<file path="src/rtl/rv_pipe_pkg.sv">
// Shared types and constants for the RV32I 5-stage pipeline.
// Holds the fetch FSM state encoding, the bubble encoding, the default
// reset PC and the IF/ID pipeline register layout.
package rv_pipe_pkg;

    typedef enum logic [1:0] {
        F_REQ  = 2'd0,   // drive a fetch request for PCF
        F_WAIT = 2'd1,   // one request outstanding, waiting for its response
        F_HOLD = 2'd2    // response buffered locally while decode is stalled
    } fetch_state_t;

    // addi x0,x0,0
    localparam logic [31:0] NOP_INSTR        = 32'h0000_0013;
    localparam logic [31:0] RESET_PC_DEFAULT = 32'h0000_0000;

    typedef struct packed {
        logic [31:0] instr;
        logic [31:0] pc;
        logic [31:0] pc_plus4;
        logic        valid;
    } if_id_t;

    // Word-align an address by clearing its two low bits.
    function automatic logic [31:0] align_pc(input logic [31:0] addr);
        return {addr[31:2], 2'b00};
    endfunction

    // Turn an IF/ID entry into a bubble; PC fields keep their old values.
    function automatic if_id_t make_bubble(input if_id_t cur);
        if_id_t b;
        b       = cur;
        b.instr = NOP_INSTR;
        b.valid = 1'b0;
        return b;
    endfunction

endpackage

</file>
<file path="src/rtl/fetch_ctrl_fsm.sv">
// Fetch control FSM: tracks the single outstanding imem request, the kill
// flag for responses made stale by a redirect, and the hold state used when
// a response lands while decode is stalled. Produces the request strobe and
// the per-cycle handshake qualifiers consumed by the fetch datapath.
module fetch_ctrl_fsm
    import rv_pipe_pkg::*;
(
    input  logic clk,
    input  logic rst,          // synchronous, active-high
    input  logic stall,        // decode stall
    input  logic redirect,     // E-stage redirect
    input  logic req_ready,    // imem accepts the request this cycle
    input  logic rsp_valid,    // imem response valid this cycle
    output logic req_valid,    // fetch request strobe
    output logic instr_avail,  // an instruction is available this cycle
    output logic hold_valid,   // the available instruction comes from the hold buffer
    output logic consume,      // instruction moves into IF/ID and PCF advances
    output logic capture,      // response goes into the hold buffer
    output logic b2b           // back-to-back request for PCF+4 in this cycle
);

    fetch_state_t state, state_next;
    logic         kill, kill_next;
    logic         in_wait;
    logic         rsp_good;

    assign in_wait     = (state == F_WAIT);
    assign hold_valid  = (state == F_HOLD);
    // A response that arrives with kill set belongs to the abandoned path.
    assign rsp_good    = in_wait && rsp_valid && !kill;
    assign instr_avail = rsp_good || hold_valid;
    assign consume     = instr_avail && !stall && !redirect;
    assign capture     = rsp_good && stall && !redirect;
    assign b2b         = in_wait && consume;
    // A redirect withdraws any request: the address it would carry is stale.
    assign req_valid   = !rst && !redirect && ((state == F_REQ) || b2b);

    // Next-state and kill-flag decode.
    always_comb begin
        // NOTE: every variable written here gets a default first, so no path
        // leaves it unassigned and no latch is inferred.
        state_next = state;
        kill_next  = kill;
        if (redirect) begin
            if (in_wait && !rsp_valid) begin
                // Request still in flight: mark its response for discard.
                kill_next = 1'b1;
            end else begin
                kill_next  = 1'b0;
                state_next = F_REQ;
            end
        end else begin
            case (state)
                F_REQ: begin
                    if (req_ready) state_next = F_WAIT;
                end
                F_WAIT: begin
                    if (rsp_valid) begin
                        if (kill) begin
                            kill_next  = 1'b0;
                            state_next = F_REQ;
                        end else if (stall) begin
                            state_next = F_HOLD;
                        end else if (req_ready) begin
                            state_next = F_WAIT;   // back-to-back request accepted
                        end else begin
                            state_next = F_REQ;    // retry PCF+4 next cycle
                        end
                    end
                end
                F_HOLD: begin
                    if (!stall) state_next = F_REQ;
                end
                default: begin
                    state_next = F_REQ;
                    kill_next  = 1'b0;
                end
            endcase
        end
    end

    // State and kill registers with synchronous reset.
    always_ff @(posedge clk) begin
        // NOTE: sequential state uses non-blocking assignments so every
        // register samples pre-edge values regardless of statement order.
        if (rst) begin
            state <= F_REQ;
            kill  <= 1'b0;
        end else begin
            state <= state_next;
            kill  <= kill_next;
        end
    end

endmodule

</file>
<file path="src/rtl/fetch_stage.sv">
// IF stage of the 5-stage RV32I pipeline: owns PCF, the imem request/response
// handshake (at most one request outstanding), the stall hold buffer and the
// IF/ID pipeline register feeding decode.
// Optional feature macro: FETCH_MISALIGN_TRAP_EN adds MisalignD and reports a
// misaligned redirect target as a marked bubble instead of silently aligning.
module fetch_stage
    import rv_pipe_pkg::*;
#(
    parameter logic [31:0] RESET_PC = RESET_PC_DEFAULT
) (
    input  logic        CLK,
    input  logic        Rst,
    input  logic        StallD,
    input  logic        FlushD,
    input  logic        PCSrcE,
    input  logic [31:0] PCTargetE,
    output logic        ImemReqValid,
    input  logic        ImemReqReady,
    output logic [31:0] ImemAddr,
    input  logic        ImemRspValid,
    input  logic [31:0] ImemRspData,
    output logic [31:0] InstrD,
    output logic [31:0] PCD,
    output logic [31:0] PCPlus4D,
    output logic        ValidD
`ifdef FETCH_MISALIGN_TRAP_EN
    ,
    output logic        MisalignD
`endif
);

    logic [31:0] pcf;
    logic [31:0] pcf_plus4;
    logic [31:0] redirect_pc;
    logic [31:0] hold_data;
    logic [31:0] fetched_instr;
    if_id_t      if_id, if_id_next;

    logic instr_avail;
    logic hold_valid;
    logic consume;
    logic capture;
    logic b2b;

    // Wraps modulo 2^32 by construction.
    assign pcf_plus4   = pcf + 32'd4;
    assign redirect_pc = align_pc(PCTargetE);

`ifdef FETCH_MISALIGN_TRAP_EN
    logic target_misaligned;
    logic misalign_q, misalign_next;
    assign target_misaligned = |PCTargetE[1:0];
    assign MisalignD         = misalign_q;
`else
    // Low target bits are dropped when the trap feature is absent.
    logic unused_target_lsbs;
    assign unused_target_lsbs = |PCTargetE[1:0];
`endif

    fetch_ctrl_fsm u_ctrl (
        .clk         (CLK),
        .rst         (Rst),
        .stall       (StallD),
        .redirect    (PCSrcE),
        .req_ready   (ImemReqReady),
        .rsp_valid   (ImemRspValid),
        .req_valid   (ImemReqValid),
        .instr_avail (instr_avail),
        .hold_valid  (hold_valid),
        .consume     (consume),
        .capture     (capture),
        .b2b         (b2b)
    );

    // The back-to-back request targets the instruction after the one being
    // consumed this cycle; otherwise the request address is PCF itself.
    assign ImemAddr      = b2b ? pcf_plus4 : pcf;
    assign fetched_instr = hold_valid ? hold_data : ImemRspData;

    // Program counter: reset, redirect, or advance on consume.
    always_ff @(posedge CLK) begin
        if (Rst) begin
            pcf <= align_pc(RESET_PC);
        end else if (PCSrcE) begin
            pcf <= redirect_pc;
        end else if (consume) begin
            pcf <= pcf_plus4;
        end
    end

    // Hold buffer: captures a response that arrives while decode is stalled.
    always_ff @(posedge CLK) begin
        // NOTE: this data buffer has no reset; its contents are only used
        // while the FSM's hold state says they are valid.
        if (capture) begin
            hold_data <= ImemRspData;
        end
    end

    // IF/ID next value; priority is redirect, flush, then stall.
    always_comb begin
        if_id_next = if_id;
`ifdef FETCH_MISALIGN_TRAP_EN
        misalign_next = misalign_q;
`endif
        if (PCSrcE) begin
            if_id_next = make_bubble(if_id);
`ifdef FETCH_MISALIGN_TRAP_EN
            misalign_next = target_misaligned;
            if (target_misaligned) begin
                if_id_next.pc       = PCTargetE;
                if_id_next.pc_plus4 = PCTargetE + 32'd4;
            end
`endif
        end else if (FlushD) begin
            if_id_next = make_bubble(if_id);
`ifdef FETCH_MISALIGN_TRAP_EN
            misalign_next = 1'b0;
`endif
        end else if (!StallD) begin
`ifdef FETCH_MISALIGN_TRAP_EN
            misalign_next = 1'b0;
`endif
            if (instr_avail) begin
                if_id_next.instr    = fetched_instr;
                if_id_next.pc       = pcf;
                if_id_next.pc_plus4 = pcf_plus4;
                if_id_next.valid    = 1'b1;
            end else begin
                if_id_next = make_bubble(if_id);
            end
        end
    end

    // IF/ID register with synchronous reset to a bubble at PC 0.
    always_ff @(posedge CLK) begin
        if (Rst) begin
            if_id.instr    <= NOP_INSTR;
            if_id.pc       <= 32'h0;
            if_id.pc_plus4 <= 32'h0;
            if_id.valid    <= 1'b0;
`ifdef FETCH_MISALIGN_TRAP_EN
            misalign_q     <= 1'b0;
`endif
        end else begin
            if_id          <= if_id_next;
`ifdef FETCH_MISALIGN_TRAP_EN
            misalign_q     <= misalign_next;
`endif
        end
    end

    assign InstrD   = if_id.instr;
    assign PCD      = if_id.pc;
    assign PCPlus4D = if_id.pc_plus4;
    assign ValidD   = if_id.valid;

endmodule
</file>
<file path="config.mk">
export PLATFORM = sky130hd
export DESIGN_NAME = fetch_stage
export DESIGN_NICKNAME = d
export VERILOG_FILES = /design/src/rtl/rv_pipe_pkg.sv /design/src/rtl/fetch_ctrl_fsm.sv /design/src/rtl/fetch_stage.sv
export SDC_FILE = /design/constraint.sdc
export NUM_CORES = 1
export LEC_CHECK = 0
export ABC_AREA = 0
export BUFFER_PORTS_ARGS = -buffer_cell sky130_fd_sc_hd__buf_4
export CAP_MARGIN = 15
export CORE_ASPECT_RATIO = 1.4
export CORE_UTILIZATION = 55
export DETAILED_ROUTE_END_ITERATION = 8
export PLACE_DENSITY = 0.79
export RECOVER_POWER = 50
export SLEW_MARGIN = 15
export SYNTH_ARGS = -nofsm -noshare
export SYNTH_HDL_FRONTEND = slang
export SYNTH_SLANG_ARGS = --single-unit
</file>
<file path="constraint.sdc">
create_clock -name CLK -period 7.4 [get_ports CLK]
set_input_delay 2.22 -clock CLK [delete_from_list [all_inputs] [get_ports CLK]]
set_output_delay 2.22 -clock CLK [all_outputs]
set_load 0.03 [all_outputs]
</file>
==> impl_metrics.env <==
export IMPL_die_height_um=142
export IMPL_maxSlewViolCount=33
export IMPL_first_pass_iters=4
export IMPL_status="finished, violations left"
export IMPL_cts_resized=0
export IMPL_clk_latency_ps=420
export IMPL_fin_nets=1064
export IMPL_grt_max_degree=94
export IMPL_synthTopCellsByCount="dfxtp_1, nand2_1, nor2_1"
export IMPL_gp_congestion=0.831
export IMPL_crit_chain="buf_4, nor4b_1, a21boi_1, buf_4, nand2_1, xnor2_1, buf_4"
export IMPL_r2r_start="pcf[2]"
export IMPL_clock_tree_htree_level_count=4
export IMPL_finalPower_w=0.00195
export IMPL_grt_pass1_vias=6580
export IMPL_hold_viol=0
export IMPL_cp_required_ps=5180
export IMPL_setup_viol=0
export IMPL_syn_mean_instance_area_um2=8.93
export IMPL_cts_tree="done"
export IMPL_path_class="primary input to output port"
export IMPL_finish_utilization_pct=68.6
export IMPL_synth_cells=860
export IMPL_seqPwrFrac_pct=47.8
export IMPL_synth_distinct_cells=62
export IMPL_fp_coreArea_mm2=0.0135
export IMPL_cp_max_fo=35
export IMPL_track_usage_pct=28.8
export IMPL_io_buffers=192
export IMPL_dieArea_mm2=0.0144
export IMPL_power_density_mw_per_mm2=210
export IMPL_worstSetupEndpointType="output port"
export IMPL_yosys_area_top_type="dfxtp_1"
export IMPL_worst_setup_path_start_kind="primary input"
export IMPL_maxCapViolations=1
export IMPL_syn_area_mm2=0.00768
export IMPL_cts_clk_slew_worst_paths_ps=60
export IMPL_antenna_cells=0
export IMPL_final_area_mm2=0.00927
export IMPL_reg2reg_depth=5
export IMPL_io_pins=201
export IMPL_cts_setup_buffers=0
export IMPL_power_leakage_nw=3.05
export IMPL_yosysWarnings=0
export IMPL_vdd_drop_max_v=0.000177
export IMPL_grt_pass1_wl_um=32700
export IMPL_cp_slowest_cell="a21boi_1"
export IMPL_place_area_mm2=0.00908
export IMPL_critPathArrivalTime_ps=4250
export IMPL_async_flop_share_pct=0
export IMPL_fmax_mhz=155
export IMPL_finClkSkew_ps=10.7
export IMPL_tightest_slew_ps=1870
export IMPL_p_sw_share_pct=26.1
export IMPL_ys_seq_area_share_pct=45.4
export IMPL_worst_path_most_repeated_cell="buf_4"
export IMPL_syn_to_final_growth_pct=20.7
export IMPL_hpwl_um=13800
export IMPL_via_per_inst=5.91
export IMPL_hold_class="register to register"
export IMPL_drc=0
export IMPL_p_int_w=0.00144
export IMPL_grt_setup_unrepaired="no"
export IMPL_drive_gt1_share_pct=18.2
export IMPL_clockRootBuffer="clkbuf_16"
export IMPL_initial_core_util_pct=56.8
export IMPL_violations="capacitance limit, slew limit"
export IMPL_hold_buffers=0
export IMPL_cts_buffers=17
export IMPL_switching_power_w=0.000509
export IMPL_ys_ff_latch=158
export IMPL_fp_dieW_um=102
export IMPL_critPathLaunch="PCSrcE"
export IMPL_grt_ovfl_total=0
export IMPL_synth_edf_count=32
export IMPL_rrSetupSlack_ps=4310
export IMPL_synth_top_area_share_pct=32.9
export IMPL_clkPwrFrac_pct=42.8
export IMPL_synthTopCellsByArea="dfxtp_1, edfxtp_1, nand2_1"
export IMPL_r2r_end="pcf[22]"
export IMPL_yosysMostFrequentCell="dfxtp_1"
export IMPL_routed_wl_um=20600
export IMPL_antenna_found_initial=0
export IMPL_finalCritPeriodShare_pct=87.4
export IMPL_clock_path_buffers=2
export IMPL_critPathMaxStageDelay_ps=640
export IMPL_totalNegativeSetupSlack_ps=0
export IMPL_finalCriticalPeriod_ps=6470
export IMPL_num_rows=50
export IMPL_wire_per_inst_um=17.3
export IMPL_yosys_most_used_dff="dfxtp_1"
export IMPL_antenna_left=0
export IMPL_pwr_share_comb_pct=9.4
export IMPL_critical_path_endpoint="ImemAddr[4]"
export IMPL_slew_headroom_pct=-24.6
export IMPL_drt_initial_drc_count=320
export IMPL_vias=7014
export IMPL_cts_sinks=158
-- power groups by stage --
stage                     Clock [W]  Combinational (W)  Sequential [W]
after global routing       0.000890           0.000197        0.000933
after CTS                  0.000846           0.000187        0.000930
after global placement            0           0.000184        0.000949
after floorplan                   0           0.000139        0.000923
final                      0.000835           0.000182        0.000931
after detailed placement          0           0.000186        0.000949
-- how the worst min path moves through the flow --
stage	from	endpoint	slack (ps)	depth (start not counted)
floorplan	pcf[31]	PCD[31]	480	2
global placement	PCD[12]	PCD[12]	440	2
detailed placement	PCPlus4D[3]	PCPlus4D[3]	450	2
CTS	PCPlus4D[3]	PCPlus4D[3]	460	2
global route	PCD[9]	PCD[9]	470	2
finish	PCPlus4D[3]	PCPlus4D[3]	460	2
-- per-stage QoR --
| step | cells | worst slack [ps] | hold WS (ps) |
|---|---|---|---|
| 2_1_floorplan | 865 | 650 | 482 |
| 3_3_place_gp | 1155 | 889 | 442 |
| 3_5_place_dp | 1155 | 910 | 447 |
| 4_1_cts | 1187 | 910 | 456 |
| 5_1_grt | 1187 | 747 | 475 |
| 6_report | 1187 | 929 | 457 |
-- logic make-up (layout without fill, tap and decap cells) --
family	Yosys count	after routing	synth area share, %
DFF	158	158	45.4
and+or+nand+nor	330	330	21.2
muxes	32	32	4.69
xor gates and xnor gates	47	47	5.36
adders and majority gates	1	1	0.163
other	1	6	0.0489
AOI/OAI and AO/OA	179	179	16.8
buffers and inverters	112	252	6.32
-- critical path, delay by kind of cell --
| kind | cells | cell delay [ps] |
|---|---|---|
| AO/OA/AOI/OAI | 1 | 640 |
| buffers and inverters | 3 | 740 |
| AND/OR/NAND/NOR | 2 | 450 |
| XOR/XNOR | 1 | 190 |
-- final cells by class --
class	instances	area (um^2)
fill	1213	4240
multi-input combinational	595	3760
tap	182	228
clock inverter	15	136
inverter	13	48.8
timing repair buffer	207	1190
clock buffer	17	425
sequential	158	3480
-- registers in the layout, indices dropped and copies added, names as in the netlist --
signal	flops
PCD	30
PCPlus4D	30
pcf	30
u_ctrl.kill	1
hold_data	32
ValidD	1
u_ctrl.state	2
InstrD	32
-- layer usage --
| layer | GRT usage [%] | vias to the layer above | share of wire, % |
|---|---|---|---|
| met5 | 0 | - | 0 |
| met4 | 11.3 | 0 | 2.5 |
| met3 | 7.78 | 34 | 6.6 |
| met2 | 49.6 | 235 | 51 |
| met1 | 33.5 | 3351 | 40 |
| li1 | - | 3394 | - |
-- cells in the final DEF (no fill, tap or decap), types with 16 or more instances in the layout --
cell and n:
dfxtp_1 126, nand2_1 102, clkbuf_1 98, nor2_1 90
buf_4 80, xnor2_1 35, a21oi_1 34, mux2_2 32
a22oi_1 32, edfxtp_1 32, a211oi_1 29, clkbuf_4 29
nor3_1 23, a311oi_1 21, nor4_1 19, nand3_1 17
clkbuf_16 17, nand4_1 16
No activity file was read; power rests on OpenSTA's default activity.
